### config.mk
export PLATFORM = sky130hd
export DESIGN_NAME = cv32e40px_req_sequencer
export DESIGN_NICKNAME = d
export VERILOG_FILES = /design/src/rtl/cv32e40px_req_sequencer.sv
export SDC_FILE = /design/constraint.sdc
export NUM_CORES = 1
export LEC_CHECK = 0
export ABC_AREA = 1
export CAP_MARGIN = 40
export CORE_UTILIZATION = 29
export DETAILED_ROUTE_END_ITERATION = 6
export PLACE_DENSITY = 0.65
export SETUP_SLACK_MARGIN = 0.5
export SYNTH_ARGS = -nofsm -noshare
export SYNTH_HDL_FRONTEND = slang
export SYNTH_SLANG_ARGS = --single-unit
### constraint.sdc
create_clock -name clk -period 6.5 [get_ports clk]
set_input_delay 1.625 -clock clk [delete_from_list [all_inputs] [get_ports clk]]
set_output_delay 1.625 -clock clk [all_outputs]
set_load 0.05 [all_outputs]
### src/rtl/cv32e40px_req_sequencer.sv
`default_nettype none
// ============================================================================
// Module   : cv32e40px_req_sequencer
// Purpose  : Latches per-line request pulses and offers the lowest eligible
//            pending index to a valid/ready consumer.
// Revision : 1.0 - initial release
// ============================================================================
module cv32e40px_req_sequencer #(
    parameter int LEN = 32
) (
    input  logic                     clk,
    input  logic                     rst_n,
    input  logic [LEN-1:0]           req_i,
    input  logic [LEN-1:0]           mask_i,
    input  logic                     clear_i,
    input  logic                     ready_i,
    output logic                     valid_o,
    output logic [$clog2(LEN)-1:0]   id_o,
    output logic [LEN-1:0]           pending_o,
    output logic [$clog2(LEN+1)-1:0] count_o,
    output logic                     overflow_o
);

    localparam int c_ID_W  = $clog2(LEN);
    localparam int c_CNT_W = $clog2(LEN+1);

    typedef enum logic [0:0] {
        S_IDLE  = 1'b0,
        S_OFFER = 1'b1
    } state_t;

    state_t              r_state;
    logic                r_valid;
    logic [c_ID_W-1:0]   r_id;
    logic [LEN-1:0]      r_pending;
    logic                r_overflow;

    logic                w_hs;
    logic [LEN-1:0]      w_id_onehot;
    logic [LEN-1:0]      w_hs_mask;
    logic [LEN-1:0]      w_elig;
    logic [LEN-1:0]      w_pending_nxt;
    logic                w_ovf;
    logic                w_cand_vld;
    logic [c_ID_W-1:0]   w_cand_id;
    logic [c_CNT_W-1:0]  w_count;

    assign w_hs        = r_valid & ready_i;
    assign w_id_onehot = {{(LEN-1){1'b0}}, 1'b1} << r_id;
    assign w_hs_mask   = w_hs ? w_id_onehot : '0;

    // The line being consumed this edge is excluded so the next offer never repeats it.
    assign w_elig = r_pending & mask_i & ~w_hs_mask;

    // A new request on the consumed line wins over the handshake clear, so it is re-pended.
    assign w_pending_nxt = clear_i ? '0 : ((r_pending & ~w_hs_mask) | req_i);

    assign w_ovf = ~clear_i & (|(req_i & r_pending & ~w_hs_mask));

    always_comb begin
        w_cand_vld = 1'b0;
        w_cand_id  = '0;
        for (int i = LEN-1; i >= 0; i--) begin
            if (w_elig[i]) begin
                w_cand_vld = 1'b1;
                w_cand_id  = c_ID_W'(i);
            end
        end
    end

    always_comb begin
        w_count = '0;
        for (int i = 0; i < LEN; i++) begin
            w_count = w_count + c_CNT_W'(r_pending[i]);
        end
    end

    always_ff @(posedge clk or negedge rst_n) begin
        if (!rst_n) begin
            r_state    <= S_IDLE;
            r_valid    <= 1'b0;
            r_id       <= '0;
            r_pending  <= '0;
            r_overflow <= 1'b0;
        end else begin
            r_pending  <= w_pending_nxt;
            r_overflow <= w_ovf;
            case (r_state)
                S_IDLE: begin
                    if (!clear_i && w_cand_vld) begin
                        r_state <= S_OFFER;
                        r_valid <= 1'b1;
                        r_id    <= w_cand_id;
                    end
                end
                S_OFFER: begin
                    if (clear_i) begin
                        r_state <= S_IDLE;
                        r_valid <= 1'b0;
                    end else if (w_hs) begin
                        if (w_cand_vld) begin
                            r_id <= w_cand_id;
                        end else begin
                            r_state <= S_IDLE;
                            r_valid <= 1'b0;
                        end
                    end
                end
                default: begin
                    r_state <= S_IDLE;
                    r_valid <= 1'b0;
                end
            endcase
        end
    end

    assign valid_o    = r_valid;
    assign id_o       = r_id;
    assign pending_o  = r_pending;
    assign count_o    = w_count;
    assign overflow_o = r_overflow;

endmodule
`default_nettype wire

==> results of run 1 <==
metrics by stage:
step	worst slack, ns	cell area [sq um]	total power [uW]
after floorplan	0.1489	3405	1767
after global placement	0.2570	4693	2622
after detailed placement	0.2038	4725	2662
after CTS	-0.03577	4901	2976
after global routing	-0.1588	4908	3147
final	-0.03594	4908	2981
path summary, 6_finish.rpt:
| check | from | to | slack, ns | cells past startpoint |
|---|---|---|---|---|
| max in group asynchronous | rst_n | pending_o[25] | 4.70 | 2 |
| min reg2reg | valid_o | valid_o | 0.58 | 2 |
| max | pending_o[17] | count_o[4] | -0.04 | 16 |
| max reg2reg | id_o[3] | id_o[0] | 3.41 | 35 |
| min in group asynchronous | rst_n | pending_o[3] | 1.30 | 1 |
| min | valid_o | valid_o | 0.58 | 2 |
critical path: cells and delay by family, from the launching register on:
family | cells | cell delay [ns]
buffers and inverters | 6 | 0.40
xor gates and xnor gates | 1 | 0.18
DFF | 1 | 0.42
AOI/OAI and AO/OA | 1 | 0.20
adders and majority gates | 8 | 3.43
power by group through the flow:
stage          Clock [uW]  Combinational, uW  Sequential [uW]
3_5_place_dp            0               2350              313
2_1_floorplan           0               1400              369
6_report              261               2410              309
3_3_place_gp            0               2310              311
4_1_cts               262               2410              309
5_1_grt               273               2560              313
layer usage:
metal	vias to the layer above	part of all wire, %	wire (um)
met1	1561	44	4986
met5	-	0	0
met2	165	45	5057
li1	1632	-	-
met4	0	1.6	185
met3	13	8.8	988
registers in the layout, summed over array words and instances, names as in the netlist:
name / flops
valid_o: 1
overflow_o: 1
r_state: 1
pending_o: 32
id_o: 5
repair_timing:
item | CTS | global route
pin swaps | 3 | 0
hold endpoints to repair | 0 | 0
gates cloned | 0 | 0
setup endpoints to repair | 5 | 6
gates resized for setup | 6 | 3
hold buffers | 0 | 0
buffers inserted | 1 | 0
kinds of logic (layout without fill, tap and decap cells):
logic type	count (synthesis)	in the layout
adder cells (fa/ha/maj)	31	31
flip-flops	40	40
AO/OA/AOI/OAI	73	73
AND/OR/NAND/NOR	200	200
buffers and inverters	101	218
XOR/XNOR	3	3
area by class of cell:
class / instances / area share, %
timing repair buffer: 117 / 24.78
multi-input combinational: 307 / 40.56
sequential: 40 / 20.75
tap: 140 / 3.569
clock buffer: 7 / 2.906
clock inverter: 1 / 0.1529
inverter: 93 / 7.290
Yosys cell counts (all sizes together), types with 3 or more instances:
cell type,count
a221oi,4
nor4,5
nand4,5
nand3,8
nor3,5
a21oi,27
dfrtp,40
clkbuf,3
o21ai,17
nor2,60
buf,5
ha,7
o22ai,7
o21bai,3
fa,24
a31oi,5
inv,93
nand2,116
==> metrics.json, run 1 <==
{
  "layout": {
    "fin_cells": 705,
    "proportion_of_layout_cells_with_a_drive_suffix_above_1_pct": 13.10,
    "antennaDiodeCount": 0,
    "layout.cells.most_common": "sky130_fd_sc_hd__nand2_1",
    "fill_cells": 1118,
    "sequential_cell_area_sq_um": 1018,
    "design.final.nets": 663,
    "most-common-layout-cells": "sky130_fd_sc_hd__nand2_1 (110), sky130_fd_sc_hd__clkdlybuf4s50_1 (105), sky130_fd_sc_hd__inv_1 (80)",
    "utilization_pct": 44.69,
    "multiInputGateArea_sq_um": 1991,
    "area_delta_synth_final_pct": 48.43
  },
  "pwr": {
    "vdd_drop_max_v": 0.001052,
    "seqPwrFrac_pct": 10.4,
    "clockPowerShare_pct": 8.7,
    "comb_power_share_pct": 80.9,
    "cell_internal_pwr_uw": 1526,
    "power.share.switching_pct": 48.81,
    "power_leakage_uw": 0.002359,
    "total_switching_power_uw": 1455,
    "power_per_standard_cell_area_nw_per_um2": 607.4
  },
  "synthesis": {
    "synthDominantCellAreaShare_pct": 30.27,
    "synth_simple_gate_area_share_pct": 26.26,
    "synth.mux.area_fraction_pct": 0,
    "synth_compound_area_share_pct": 13.20,
    "syn-num-nets": 547,
    "synthCells": 448,
    "post_synthesis_cell_type_with_the_largest_combined_area": "sky130_fd_sc_hd__dfrtp_1",
    "synth.yosys.warnings": 0,
    "dominant_cells_by_area_after_synthesis": "sky130_fd_sc_hd__dfrtp_1 (30%), sky130_fd_sc_hd__fa_1 (15%), sky130_fd_sc_hd__nand2_1 (12%)",
    "synth_seq_area_share_pct": 30.27,
    "synth_enable_flop_cells": 0,
    "yosys_most_used_dff": "sky130_fd_sc_hd__dfrtp_1",
    "postSynthAreaPerCell_sq_um": 7.382,
    "post_synth_fa_ha_maj_area_fraction_pct": 17.18,
    "netlist_area_sq_um": 3307,
    "synth_top_family_by_area": "simple AND/OR/NAND/NOR gates",
    "postSynth.asyncResetShare_pct": 100.0,
    "synth.ff_latch_count": 40,
    "xor_xnor_share_of_the_synthesized_area_pct": 0.7946,
    "synth_cell_types": 41
  },
  "global_routing": {
    "grt_start_max_net_pins": 36,
    "grt_pass1_wl_um": 17520,
    "grt_util_all_layers_pct": 19.84,
    "number_of_antenna_violations_at_the_first_check_in_global_routing": 0,
    "met3_usage_in_global_routing_pct": 4.423,
    "grt_pass1_vias": 3408,
    "sum_of_overflow_across_all_layers_after_global_routing": 0,
    "groute.layer.met2.usage_pct": 31.10,
    "global_route.peak_usage_layer": "met2",
    "grt_util_met1_pct": 27.56
  },
  "placed_design": {
    "numPortBuffers": 112,
    "final_hpwl_from_detailed_placement_um": 9440,
    "placedCellCount": 696,
    "routabilityCongestion": 0.9401
  },
  "worst_setup_path": {
    "arrival_time_reported_for_the_critical_path_endpoint_ns": 4.91,
    "critical_path.slowest_cell": "sky130_fd_sc_hd__fa_1",
    "worstSetupPathType": "reg -> out",
    "worst-path-max-fanout": 3,
    "start_kind": "flop",
    "crit_path_max_incr_delay_ns": 0.55,
    "worstPathCellList": "fa_1 > inv_2 > fa_1 > inv_1 > fa_2 > inv_2 > fa_2 > fa_1 > fa_2 > inv_2 > ha_4 > inv_2 > fa_2 > o21ai_4 > xor2_4 > buf_12",
    "required_ns": 4.88,
    "critPathCaptureType": "output port"
  },
  "floorplanning": {
    "core_region_area_sq_um": 10980,
    "floorplan.rows": 38,
    "design.portCount": 113,
    "fp.dieArea_sq_um": 11830,
    "die_y_um": 108.8,
    "start_util_pct": 30.11,
    "fp.dieW_um": 108.8
  },
  "routing": {
    "total_iterations_of_the_first_detailed_routing_run": 5,
    "via_per_inst": 4.782,
    "wire_per_inst_um": 15.91,
    "drtIter0Drc": 204,
    "post-route-drc-count": 0,
    "ant_nets": 0,
    "vias": 3371,
    "route.final.wire_length_um": 11220
  },
  "clock_network": {
    "cts_max_level": 2,
    "clock_root_buffer": "sky130_fd_sc_hd__clkbuf_16",
    "clkTransAtPathRegs_ns": 0.06,
    "clk_latency_ns": 0.29,
    "clock_tree.buffer_depth": 2,
    "clock_tree_from_tritoncts": "built",
    "cts_made_buffers": 5,
    "clock_sinks": 40
  },
  "timing": {
    "timing.fmax_ghz": 0.1530,
    "setup_tns_ns": -0.03594,
    "setup_ws_ns": -0.03594,
    "timing.slew.headroom_pct": 61.99,
    "clock-skew-final_ns": 0.005334,
    "share_of_the_clock_period_used_by_the_worst_path_pct": 100.6,
    "report.final.slew_viol_count": 0,
    "worstMarginPinSlew_ns": 0.5701,
    "grt_setup_unrepaired": "yes",
    "report.final.hold_viol_count": 0,
    "worst_hold_slack_ns": 0.5750,
    "timing.final.setup_violations": 1,
    "layout_min_cycle_time_ns": 6.536
  },
  "job": {
    "max_cap_violations": 0
  },
  "min_path": {
    "hold_path_class": "reg -> reg"
  },
  "outcome": {
    "failed_checks": "negative setup slack",
    "outcome": "finished with violations"
  }
}
Power figures use the tool's default switching activity.
==> inputs of run 2 (changes only) <==
--- a/config.mk
+++ b/config.mk
@@ -7,9 +7,9 @@
 export LEC_CHECK = 0
 export ABC_AREA = 1
 export CAP_MARGIN = 40
-export CORE_UTILIZATION = 29
+export CORE_UTILIZATION = 47
 export DETAILED_ROUTE_END_ITERATION = 6
-export PLACE_DENSITY = 0.65
+export PLACE_DENSITY = 0.92
 export SETUP_SLACK_MARGIN = 0.5
 export SYNTH_ARGS = -nofsm -noshare
 export SYNTH_HDL_FRONTEND = slang
==> metrics.json, run 2 (synthesis gave the netlist of run 1 again) <==
{
  "outcome": {
    "outcome": {"value": "finished with violations", "change": "unchanged"},
    "failed_checks": {"value": "negative setup slack", "change": "unchanged"}
  },
  "timing": {
    "timing.final.setup_violations": {"value": 4, "change": "was 1"},
    "clock-skew-final": {"value": 0.009925, "unit": "ns", "change": "was 0.005334 ns"},
    "timing.fmax": {"value": 0.1514, "unit": "GHz", "change": "was 0.1530 GHz"},
    "report.final.hold_viol_count": {"value": 0, "change": "unchanged"},
    "worstMarginPinSlew": {"value": 0.7542, "unit": "ns", "change": "was 0.5701 ns"},
    "timing.slew.headroom": {"value": 48.42, "unit": "%", "change": "was 61.99%"},
    "grt_setup_unrepaired": {"value": "yes", "change": "unchanged"},
    "layout_min_cycle_time": {"value": 6.607, "unit": "ns", "change": "was 6.536 ns"},
    "worst_hold_slack": {"value": 0.5544, "unit": "ns", "change": "was 0.5750 ns"},
    "setup_ws": {"value": -0.1072, "unit": "ns", "change": "was -0.03594 ns"},
    "share_of_the_clock_period_used_by_the_worst_path": {"value": 101.6, "unit": "%", "change": "was 100.6%"},
    "report.final.slew_viol_count": {"value": 0, "change": "unchanged"},
    "setup_tns": {"value": -0.2309, "unit": "ns", "change": "was -0.03594 ns"}
  },
  "worst_setup_path": {
    "arrival_time_reported_for_the_critical_path_endpoint": {"value": 4.98, "unit": "ns", "change": "was 4.91 ns"},
    "critPathCaptureType": {"value": "output port", "change": "unchanged"},
    "origin_of_the_critical_flop_to_flop_path": {"value": "id_o[3]", "change": "unchanged"},
    "worst-path-max-fanout": {"value": 2, "change": "was 3"},
    "worstSetupPathType": {"value": "reg -> out", "change": "unchanged"},
    "r2r_cells": {"value": 7, "change": "was 35"},
    "start_kind": {"value": "flop", "change": "unchanged"},
    "timing.rr.end": {"value": "overflow_o", "change": "was id_o[0]"},
    "reg2reg_slack": {"value": 3.22, "unit": "ns", "change": "was 3.41 ns"},
    "required": {"value": 4.88, "unit": "ns", "change": "about the same"}
  },
  "min_path": {
    "worstHoldStart": {"value": "valid_o", "change": "unchanged"},
    "whs_endpoint": {"value": "valid_o", "change": "unchanged"},
    "hold_path_class": {"value": "reg -> reg", "change": "unchanged"},
    "hold_path_depth": {"value": 2, "change": "unchanged"}
  },
  "placed_design": {
    "numPortBuffers": {"value": 112, "change": "unchanged"},
    "placed_instance_area": {"value": 4666, "unit": "sq um", "change": "was 4725 sq um"},
    "routabilityCongestion": {"value": 0.9377, "change": "was 0.9401"},
    "final_hpwl_from_detailed_placement": {"value": 8713, "unit": "um", "change": "was 9440 um"}
  },
  "pwr": {
    "power_per_standard_cell_area": {"value": 635.8, "unit": "nW/um^2", "change": "was 607.4 nW/um^2"},
    "power_leakage": {"value": 0.002344, "unit": "uW", "change": "was 0.002359 uW"},
    "total_switching_power": {"value": 1527, "unit": "uW", "change": "was 1455 uW"},
    "comb_power_share": {"value": 84.4, "unit": "%", "change": "was 80.9%"},
    "seqPwrFrac": {"value": 10.0, "unit": "%", "change": "was 10.4%"},
    "totalPowerFinal": {"value": 3068, "unit": "uW", "change": "was 2981 uW"},
    "cell_internal_pwr": {"value": 1541, "unit": "uW", "change": "was 1526 uW"},
    "vdd_drop_max": {"value": 0.001061, "unit": "V", "change": "was 0.001052 V"},
    "power.share.switching": {"value": 49.77, "unit": "%", "change": "was 48.81%"},
    "clockPowerShare": {"value": 5.6, "unit": "%", "change": "was 8.7%"}
  },
  "global_routing": {
    "grt_util_all_layers": {"value": 31.00, "unit": "%", "change": "was 19.84%"},
    "grt_pass1_vias": {"value": 3596, "change": "was 3408"},
    "grt_pass1_wl": {"value": 17250, "unit": "um", "change": "was 17520 um"},
    "number_of_antenna_violations_at_the_first_check_in_global_routing": {"value": 0, "change": "unchanged"},
    "grt_start_max_net_pins": {"value": 36, "change": "unchanged"},
    "sum_of_overflow_across_all_layers_after_global_routing": {"value": 0, "change": "unchanged"}
  },
  "clock_network": {
    "clk_latency": {"value": 0.30, "unit": "ns", "change": "was 0.29 ns"},
    "post_cts_hold_buffers": {"value": 0, "change": "unchanged"},
    "clkTransAtPathRegs": {"value": 0.08, "unit": "ns", "change": "was 0.06 ns"},
    "cts_max_level": {"value": 2, "change": "unchanged"},
    "clock_tree_from_tritoncts": {"value": "built", "change": "unchanged"},
    "cts_made_buffers": {"value": 5, "change": "unchanged"},
    "clock_root_buffer": {"value": "sky130_fd_sc_hd__clkbuf_8", "change": "was sky130_fd_sc_hd__clkbuf_16"},
    "clock_sinks": {"value": 40, "change": "unchanged"},
    "clock_tree.buffer_depth": {"value": 2, "change": "unchanged"}
  },
  "routing": {
    "route.final.wire_length": {"value": 10780, "unit": "um", "change": "was 11220 um"},
    "ant_nets": {"value": 0, "change": "unchanged"},
    "total_iterations_of_the_first_detailed_routing_run": {"value": 5, "change": "unchanged"},
    "via_per_inst": {"value": 5.370, "change": "was 4.782"},
    "drtIter0Drc": {"value": 344, "change": "was 204"},
    "post-route-drc-count": {"value": 0, "change": "unchanged"},
    "wire_per_inst": {"value": 16.26, "unit": "um", "change": "was 15.91 um"},
    "vias": {"value": 3560, "change": "was 3371"}
  },
  "floorplanning": {
    "fp.dieArea": {"value": 7375, "unit": "sq um", "change": "was 11830 sq um"},
    "start_util": {"value": 48.67, "unit": "%", "change": "was 30.11%"},
    "core_region_area": {"value": 6794, "unit": "sq um", "change": "was 10980 sq um"},
    "floorplan.rows": {"value": 30, "change": "was 38"},
    "design.portCount": {"value": 113, "change": "unchanged"},
    "fp.dieW": {"value": 85.88, "unit": "um", "change": "was 108.8 um"},
    "die_y": {"value": 85.88, "unit": "um", "change": "was 108.8 um"}
  },
  "layout": {
    "antennaDiodeCount": {"value": 0, "change": "unchanged"},
    "design.final.nets": {"value": 665, "change": "was 663"},
    "layout.cells.most_common": {"value": "sky130_fd_sc_hd__nand2_1", "change": "unchanged"},
    "proportion_of_layout_cells_with_a_drive_suffix_above_1": {"value": 13.93, "unit": "%", "change": "was 13.10%"},
    "area_delta_synth_final": {"value": 45.89, "unit": "%", "change": "was 48.43%"},
    "most-common-layout-cells": {"value": "sky130_fd_sc_hd__nand2_1 (110), sky130_fd_sc_hd__clkdlybuf4s50_1 (105), sky130_fd_sc_hd__inv_1 (81)", "change": "was sky130_fd_sc_hd__nand2_1 (110), sky130_fd_sc_hd__clkdlybuf4s50_1 (105), sky130_fd_sc_hd__inv_1 (80)"},
    "largest_register_ffs": {"value": 32, "change": "unchanged"},
    "fin_area": {"value": 4825, "unit": "sq um", "change": "was 4908 sq um"}
  },
  "job": {
    "max_cap_violations": {"value": 0, "change": "unchanged"}
  }
}
==> run 2: worst max-delay path by stage <==
stage                       start          to  slack (ns)  cells after the start
detailed placement  pending_o[17]  count_o[4]        0.16                     16
global placement    pending_o[17]  count_o[4]        0.28                     16
floorplan           pending_o[25]  count_o[3]        0.15                     15
global route        pending_o[17]  count_o[4]       -0.24                     16
finish              pending_o[17]  count_o[4]       -0.11                     16
CTS                 pending_o[17]  count_o[4]       -0.10                     16
==> run 2: power by group through the flow <==
stage | logic [uW] | registers [uW] | clock network (uW)
after detailed placement | 2370 | 311 | 0
after CTS | 2570 | 307 | 171
final | 2590 | 308 | 171
after floorplan | 1400 | 369 | 0
after global placement | 2290 | 311 | 0
after global routing | 2730 | 311 | 182
==> run 2: layout make-up <==
| cell class | count | area (sq um) |
|---|---|---|
| Clock inverter | 1 | 5.005 |
| Multi-Input combinational cell | 307 | 2012 |
| Inverter | 93 | 357.8 |
| Sequential cell | 40 | 1018 |
| Timing Repair Buffer | 119 | 1235 |
| Fill cell | 538 | 1969 |
| Tap cell | 96 | 120.1 |
| Clock buffer | 7 | 76.32 |
==> run 2: timing repair <==
action,4_1_cts,5_1_grt
resized for setup,13,0
endpoints found under the setup margin,6,6
pin swaps,5,2
setup buffers,4,0
==> run 2: critical path, cell delays in order, from the launching register on <==
cell and delay, ns:
sky130_fd_sc_hd__dfrtp_2 0.43, sky130_fd_sc_hd__fa_1 0.54, sky130_fd_sc_hd__inv_1 0.05, sky130_fd_sc_hd__fa_1 0.47, sky130_fd_sc_hd__inv_1 0.05, sky130_fd_sc_hd__fa_2 0.52, sky130_fd_sc_hd__inv_2 0.05, sky130_fd_sc_hd__fa_2 0.44
sky130_fd_sc_hd__fa_2 0.54, sky130_fd_sc_hd__fa_2 0.44, sky130_fd_sc_hd__inv_2 0.09, sky130_fd_sc_hd__ha_4 0.13, sky130_fd_sc_hd__inv_2 0.04, sky130_fd_sc_hd__fa_2 0.36, sky130_fd_sc_hd__o21ai_4 0.20, sky130_fd_sc_hd__xor2_4 0.18
sky130_fd_sc_hd__buf_12 0.15
==> run 2: layer usage <==
metal  wire (um)  GRT usage [%]  part of all wire, %  up-vias
met5           0              0                    0        -
met4         439          15.30                  4.1        0
met3         958          7.122                  8.9       41
met2        5103          51.08                   47      220
met1        4282          38.32                   40     1661
li1            -              -                    -     1638
==> run 2: stage by stage <==
stage,worst slack [ns],std cells,utilization (%)
6_report,-0.1072,663,71.01
5_1_grt,-0.2450,663,71.01
4_1_cts,-0.1023,663,71.01
3_5_place_dp,0.1585,651,68.67
3_3_place_gp,0.2789,650,68.27
2_1_floorplan,0.1489,448,-
